$ cat src/rtl/oam_dma_engine_pkg.sv
// Shared video definitions for the OAM DMA engine: register map,
// OAM window geometry and the DMA sequencer state encoding.
package oam_dma_engine_pkg;

    // CPU-visible trigger register and the OAM destination window
    localparam logic [15:0] DMA_REG_ADDR    = 16'hFF46;
    localparam logic [15:0] OAM_LOC         = 16'hFE00;
    localparam int          OAM_SIZE        = 160;   // 40 sprites x 4 bytes
    localparam int          DMA_START_DELAY = 1;

    // Sequencer state encoding, kept as plain constants so older tools
    // and waveform scripts see stable numeric codes
    typedef logic [2:0] dma_state_t;
    localparam dma_state_t ST_IDLE  = 3'd0;
    localparam dma_state_t ST_START = 3'd1;
    localparam dma_state_t ST_REQ   = 3'd2;
    localparam dma_state_t ST_RD    = 3'd3;
    localparam dma_state_t ST_CAP   = 3'd4;
    localparam dma_state_t ST_WR    = 3'd5;

    // Destination address: base plus byte index, wrapping within 16 bits
    function automatic logic [15:0] oam_dst_addr(input logic [15:0] base,
                                                 input logic [7:0]  idx);
        return base + {8'h00, idx};
    endfunction

endpackage

$ cat src/rtl/oam_dma_engine.sv
// OAM DMA engine: a CPU write to the DMA register copies XFER_LEN bytes
// from {src,idx} into the OAM window, one read/capture/write triple per
// byte, mastering the system bus through a req/gnt handshake.
module oam_dma_engine
    import oam_dma_engine_pkg::*;
#(
    parameter logic [15:0] REG_ADDR    = DMA_REG_ADDR,
    parameter logic [15:0] DST_BASE    = OAM_LOC,
    parameter int          XFER_LEN    = OAM_SIZE,
    parameter int          START_DELAY = DMA_START_DELAY
) (
    input  logic        clk,
    input  logic        reset,
    input  logic        cpu_wr,
    input  logic        cpu_rd,
    input  logic [15:0] cpu_addr,
    input  logic [7:0]  cpu_wdata,
    output logic [7:0]  cpu_rdata,
    output logic        cpu_rdata_en,
    output logic        bus_req,
    input  logic        bus_gnt,
    output logic [15:0] bus_addr,
    output logic        bus_rd,
    output logic        bus_wr,
    output logic [7:0]  bus_wdata,
    input  logic [7:0]  bus_rdata,
    output logic        dma_active
);

    localparam logic [7:0] LAST_IDX = 8'(XFER_LEN - 1);
    localparam logic [7:0] DLY_LAST = 8'(START_DELAY - 1);

    dma_state_t state_q, state_d;
    logic [7:0] src_q, src_d;
    logic [7:0] idx_q, idx_d;
    logic [7:0] dly_q, dly_d;
    logic [7:0] byte_q, byte_d;

    logic trig;
    logic last;
    logic in_rd, in_wr, owns_bus;

    assign trig = cpu_wr && (cpu_addr == REG_ADDR);
    assign last = (idx_q == LAST_IDX);

    // Next-state logic: sequencer walk, with a trigger overriding everything
    always_comb begin
        state_d = state_q;
        src_d   = src_q;
        idx_d   = idx_q;
        dly_d   = dly_q;
        byte_d  = byte_q;
        case (state_q)
            ST_IDLE: ;
            ST_START: begin
                if (dly_q == DLY_LAST) state_d = ST_REQ;
                else                   dly_d   = dly_q + 8'd1;
            end
            ST_REQ: begin
                if (bus_gnt) state_d = ST_RD;
            end
            ST_RD: begin
                // Losing the grant before the data returns forces a re-read
                state_d = bus_gnt ? ST_CAP : ST_REQ;
            end
            ST_CAP: begin
                byte_d  = bus_rdata;
                state_d = bus_gnt ? ST_WR : ST_REQ;
            end
            ST_WR: begin
                // Without the grant the captured byte is held and the write retried
                if (bus_gnt) begin
                    if (last) begin
                        state_d = ST_IDLE;
                        idx_d   = 8'd0;
                    end else begin
                        state_d = ST_RD;
                        idx_d   = idx_q + 8'd1;
                    end
                end
            end
            default: state_d = ST_IDLE;
        endcase
        if (trig) begin
            src_d   = cpu_wdata;
            idx_d   = 8'd0;
            dly_d   = 8'd0;
            state_d = ST_START;
        end
    end

    // Control state registers with synchronous reset
    always_ff @(posedge clk) begin
        if (reset) begin
            state_q <= ST_IDLE;
            src_q   <= 8'd0;
            idx_q   <= 8'd0;
            dly_q   <= 8'd0;
        end else begin
            state_q <= state_d;
            src_q   <= src_d;
            idx_q   <= idx_d;
            dly_q   <= dly_d;
        end
    end

    // Captured data byte; only observed through the WR-qualified write data
    always_ff @(posedge clk) begin
        byte_q <= byte_d;
    end

    // Bus-master strobes decoded from state; reset silences them in the same cycle
    always_comb begin
        in_rd    = (state_q == ST_RD) && !reset;
        in_wr    = (state_q == ST_WR) && !reset;
        owns_bus = (state_q == ST_REQ || state_q == ST_RD ||
                    state_q == ST_CAP || state_q == ST_WR) && !reset;

        dma_active = (state_q != ST_IDLE) && !reset;
        bus_req    = owns_bus;
        bus_rd     = in_rd && bus_gnt;
        // A retrigger cancels an in-flight write, except the final one
        bus_wr     = in_wr && bus_gnt && !(trig && !last);

        bus_addr  = 16'h0000;
        bus_wdata = 8'h00;
        if (in_rd) begin
            bus_addr = {src_q, idx_q};
        end else if (in_wr) begin
            bus_addr  = oam_dst_addr(DST_BASE, idx_q);
            bus_wdata = byte_q;
        end

        cpu_rdata_en = cpu_rd && (cpu_addr == REG_ADDR) && !reset;
        cpu_rdata    = cpu_rdata_en ? src_q : 8'h00;
    end

endmodule

$ cat config.mk
export PLATFORM = sky130hd
export DESIGN_NAME = oam_dma_engine
export DESIGN_NICKNAME = d
export VERILOG_FILES = /design/src/rtl/oam_dma_engine_pkg.sv /design/src/rtl/oam_dma_engine.sv
export SDC_FILE = /design/constraint.sdc
export NUM_CORES = 1
export LEC_CHECK = 0
export ABC_AREA = 1
export BUFFER_PORTS_ARGS = -buffer_cell sky130_fd_sc_hd__buf_4
export CAP_MARGIN = 15
export CORE_MARGIN = 2
export CORE_UTILIZATION = 30
export DETAILED_ROUTE_END_ITERATION = 8
export PLACE_DENSITY = 0.63
export SYNTH_ARGS = -nofsm -noshare
export SYNTH_HDL_FRONTEND = slang
export SYNTH_SLANG_ARGS = --single-unit
$ cat constraint.sdc
create_clock -name clk -period 1.64 [get_ports clk]
set_clock_uncertainty 0.05 [all_clocks]
set_input_delay 0.246 -clock clk [delete_from_list [all_inputs] [get_ports clk]]
set_output_delay 0.246 -clock clk [all_outputs]
set_load 0.005 [all_outputs]
==> results.toml <==
[cts]
htreeDepth = 2
clkTransAtPathRegs_ns = 0.07
clock_path_buffers = 2
insertion_delay_ns = 0.28
hold_buffers = 0
cts_buffers = 5
cts_tree = "done"
clock-root-buffer = "clkbuf_8"
cts.sink_count = 35

[sta]
fin_ws_ns = -0.0747
max_slew.worst_pin.slew_ns = 0.332
finalSetupViolCount = 1
tns_ns = -0.0747
max_freq_mhz = 583
min_period_ns = 1.71
hold_viol = 0
maxSlewViolCount = 0
rsz0062_at_grt = "yes"
slew_headroom = 0.777
fin_crit_sh = 1.05

[min_path]
worstHoldPathType = "in2reg"

[route]
num_vias = 2053
wirelength_um = 4890
first_pass_iters = 4
wl_per_cell_um = 11.0
drc_errors = 0
drt.antenna.violating_nets = 0
vias_per_cell = 4.61
drtIter0Drc = 45

[global_route]
grt_pass1_vias = 1933
grt_start_max_net_pins = 17
grt_first_pass_wirelength_um = 8270
overflow = 0
grt_use_total = 0.139
antenna_found_initial = 0

[setup_path]
startpoint_type = "register"
crit_chain = "ha_4, nand2_4, nor2_4, nand4_1, a41oi_2, buf_4"
crit_path_max_incr_delay_ns = 0.36
crit_slowest_cell = "dfxtp_2"
critical_path.endpoint_type = "primary output"
cp_max_fo = 3
cp_num_buf_inv = 1
crit_type = "reg2out"
cp_top_family = "flip-flops"
worstPathArrival_ns = 1.42
required_ns = 1.34

[layout]
fillers = 624
multiInputGateArea_um2 = 1080
final_cell_mix = "buf_4 (90), inv_1 (46), nand2_1 (33)"
final_common_cell = "buf_4"
area_growth_pct = 56.1
finalInstanceArea_um2 = 3000
regArea_um2 = 795
drive_above_1_share = 0.418
final_cells = 445
nets = 407
diodes = 0

[logic_synthesis]
yosysUniqueCellTypes = 28
avgSynthCellArea_um2 = 7.10
synth-seq-cells = 35
syn-cell-area_um2 = 1920
synthDominantCellAreaShare = 0.281
yosysWarningCount = 0
yosysTopAreaCell = "dfxtp_1"
synth_cells = 271
syn_nets = 311
synth_area_leaders = "dfxtp_1 (28%), edfxtp_1 (12%), nor2_1 (9.8%)"
ys_seq_area_frac = 0.406

[job]
drv_cap = 0

[power]
p_sw_uw = 327
p_sw_frac = 0.204
design_power_total_mw = 1.60
p_comb_frac = 0.065
cellPowerDensity_nw_per_um2 = 534
p_int_mw = 1.28
leakagePower_nw = 1.31
p_clk_frac = 0.390
p_seq_frac = 0.546
irDropWorstVdd_mv = 0.422

[placement]
post-place-ws_ns = 0.0586
dp_hpwl_um = 3740
portBuffers = 73
placed_area_um2 = 2640
place.gp.congestion = 0.816
dp_cells = 430

[floorplan]
core_area_um2 = 6280
fp.dieH_um = 84.1
die_w_um = 84.1
initial_core_util = 0.306
die_area_um2 = 7070
ios = 74
num_rows = 29

[status]
violations = "negative setup slack"
outcome = "complete, but fails checks"
==> path summary, 6_finish.rpt <==
path                                            start                 endpoint  slack, ns  cells after the start
worst max-delay path            idx_q[0]$_SDFFE_PP0P_                   bus_wr      -0.07                      6
worst min-delay path                     bus_rdata[7]      byte_q[7]$_DFFE_PN_       0.09                      1
worst max register to register  idx_q[0]$_SDFFE_PP0P_  state_q[0]$_SDFFE_PP0P_       0.18                      9
worst min register to register  src_q[0]$_SDFFE_PP0P_    src_q[0]$_SDFFE_PP0P_       0.44                      2
==> power groups by stage <==
stage	Sequential, mW	Combinational (mW)	Clock, mW
2_1_floorplan	0.900	0.0236	0
3_5_place_dp	0.900	0.103	0
3_3_place_gp	0.900	0.101	0
5_1_grt	0.874	0.114	0.689
6_report	0.875	0.104	0.625
4_1_cts	0.875	0.105	0.656
==> area by class of cell <==
| class | count | share of cell area |
|---|---|---|
| Clock inverter | 1 | 0.00167 |
| Sequential cell | 35 | 0.265 |
| Multi-Input combinational cell | 178 | 0.359 |
| Timing Repair Buffer | 94 | 0.243 |
| Inverter | 53 | 0.0712 |
| Tap cell | 77 | 0.0321 |
| Clock buffer | 7 | 0.0288 |
==> kinds of logic (layout without fill, tap and decap cells) <==
kind of cell / count (synthesis) / after routing / share of synthesized area
simple gates: 125 / 125 / 0.304
buf+inv: 58 / 155 / 0.121
compound gates: 44 / 44 / 0.122
flops: 35 / 35 / 0.406
xor+xnor: 6 / 6 / 0.0273
fa+ha+maj: 3 / 3 / 0.0195
==> routing by layer <==
layer,global-route usage,wire [um],vias to the layer above
met5,0,0,-
met4,0.0381,57,0
met3,0.0317,279,6
met2,0.242,2550,51
met1,0.172,2010,929
li1,-,-,1067
==> flip-flops by register name, summed over array words and instances, names as in the netlist <==
signal   cells
byte_q       8
dly_q        8
idx_q        8
src_q        8
state_q      3
==> stage by stage <==
| step | util | hold slack (ns) |
|---|---|---|
| 2_1_floorplan | - | 0.268 |
| 3_3_place_gp | 0.420 | 0.374 |
| 3_5_place_dp | 0.420 | 0.376 |
| 4_1_cts | 0.452 | 0.0778 |
| 5_1_grt | 0.478 | 0.0695 |
| 6_report | 0.478 | 0.0894 |
==> cell usage after synthesis <==
cell type   n
buf_4       1
buf_2       3
xor2_1      5
ha_1        3
nor2_4      1
a21oi_2     1
o21ai_0    18
o211ai_1    1
a31oi_1     1
a21boi_0    1
nand4_1    16
nand3_2     3
a41oi_1     1
buf_6       1
nand3_4     1
nor3_1      5
a21oi_1    21
dfxtp_1    27
nand3_1    11
nor2_2      1
inv_1      48
inv_2       5
nand2_1    34
nor2_1     50
nor3b_2     1
edfxtp_1    8
xnor2_1     1
nand2_2     2
==> timing repair <==
item | 4_1_cts | 5_1_grt
pin swaps | 5 | 10
endpoints found under the hold margin | 0 | 0
resized for setup | 35 | 35
setup endpoints to repair | 26 | 26
buffers inserted | 4 | 5
Power figures use the tool's default switching activity.
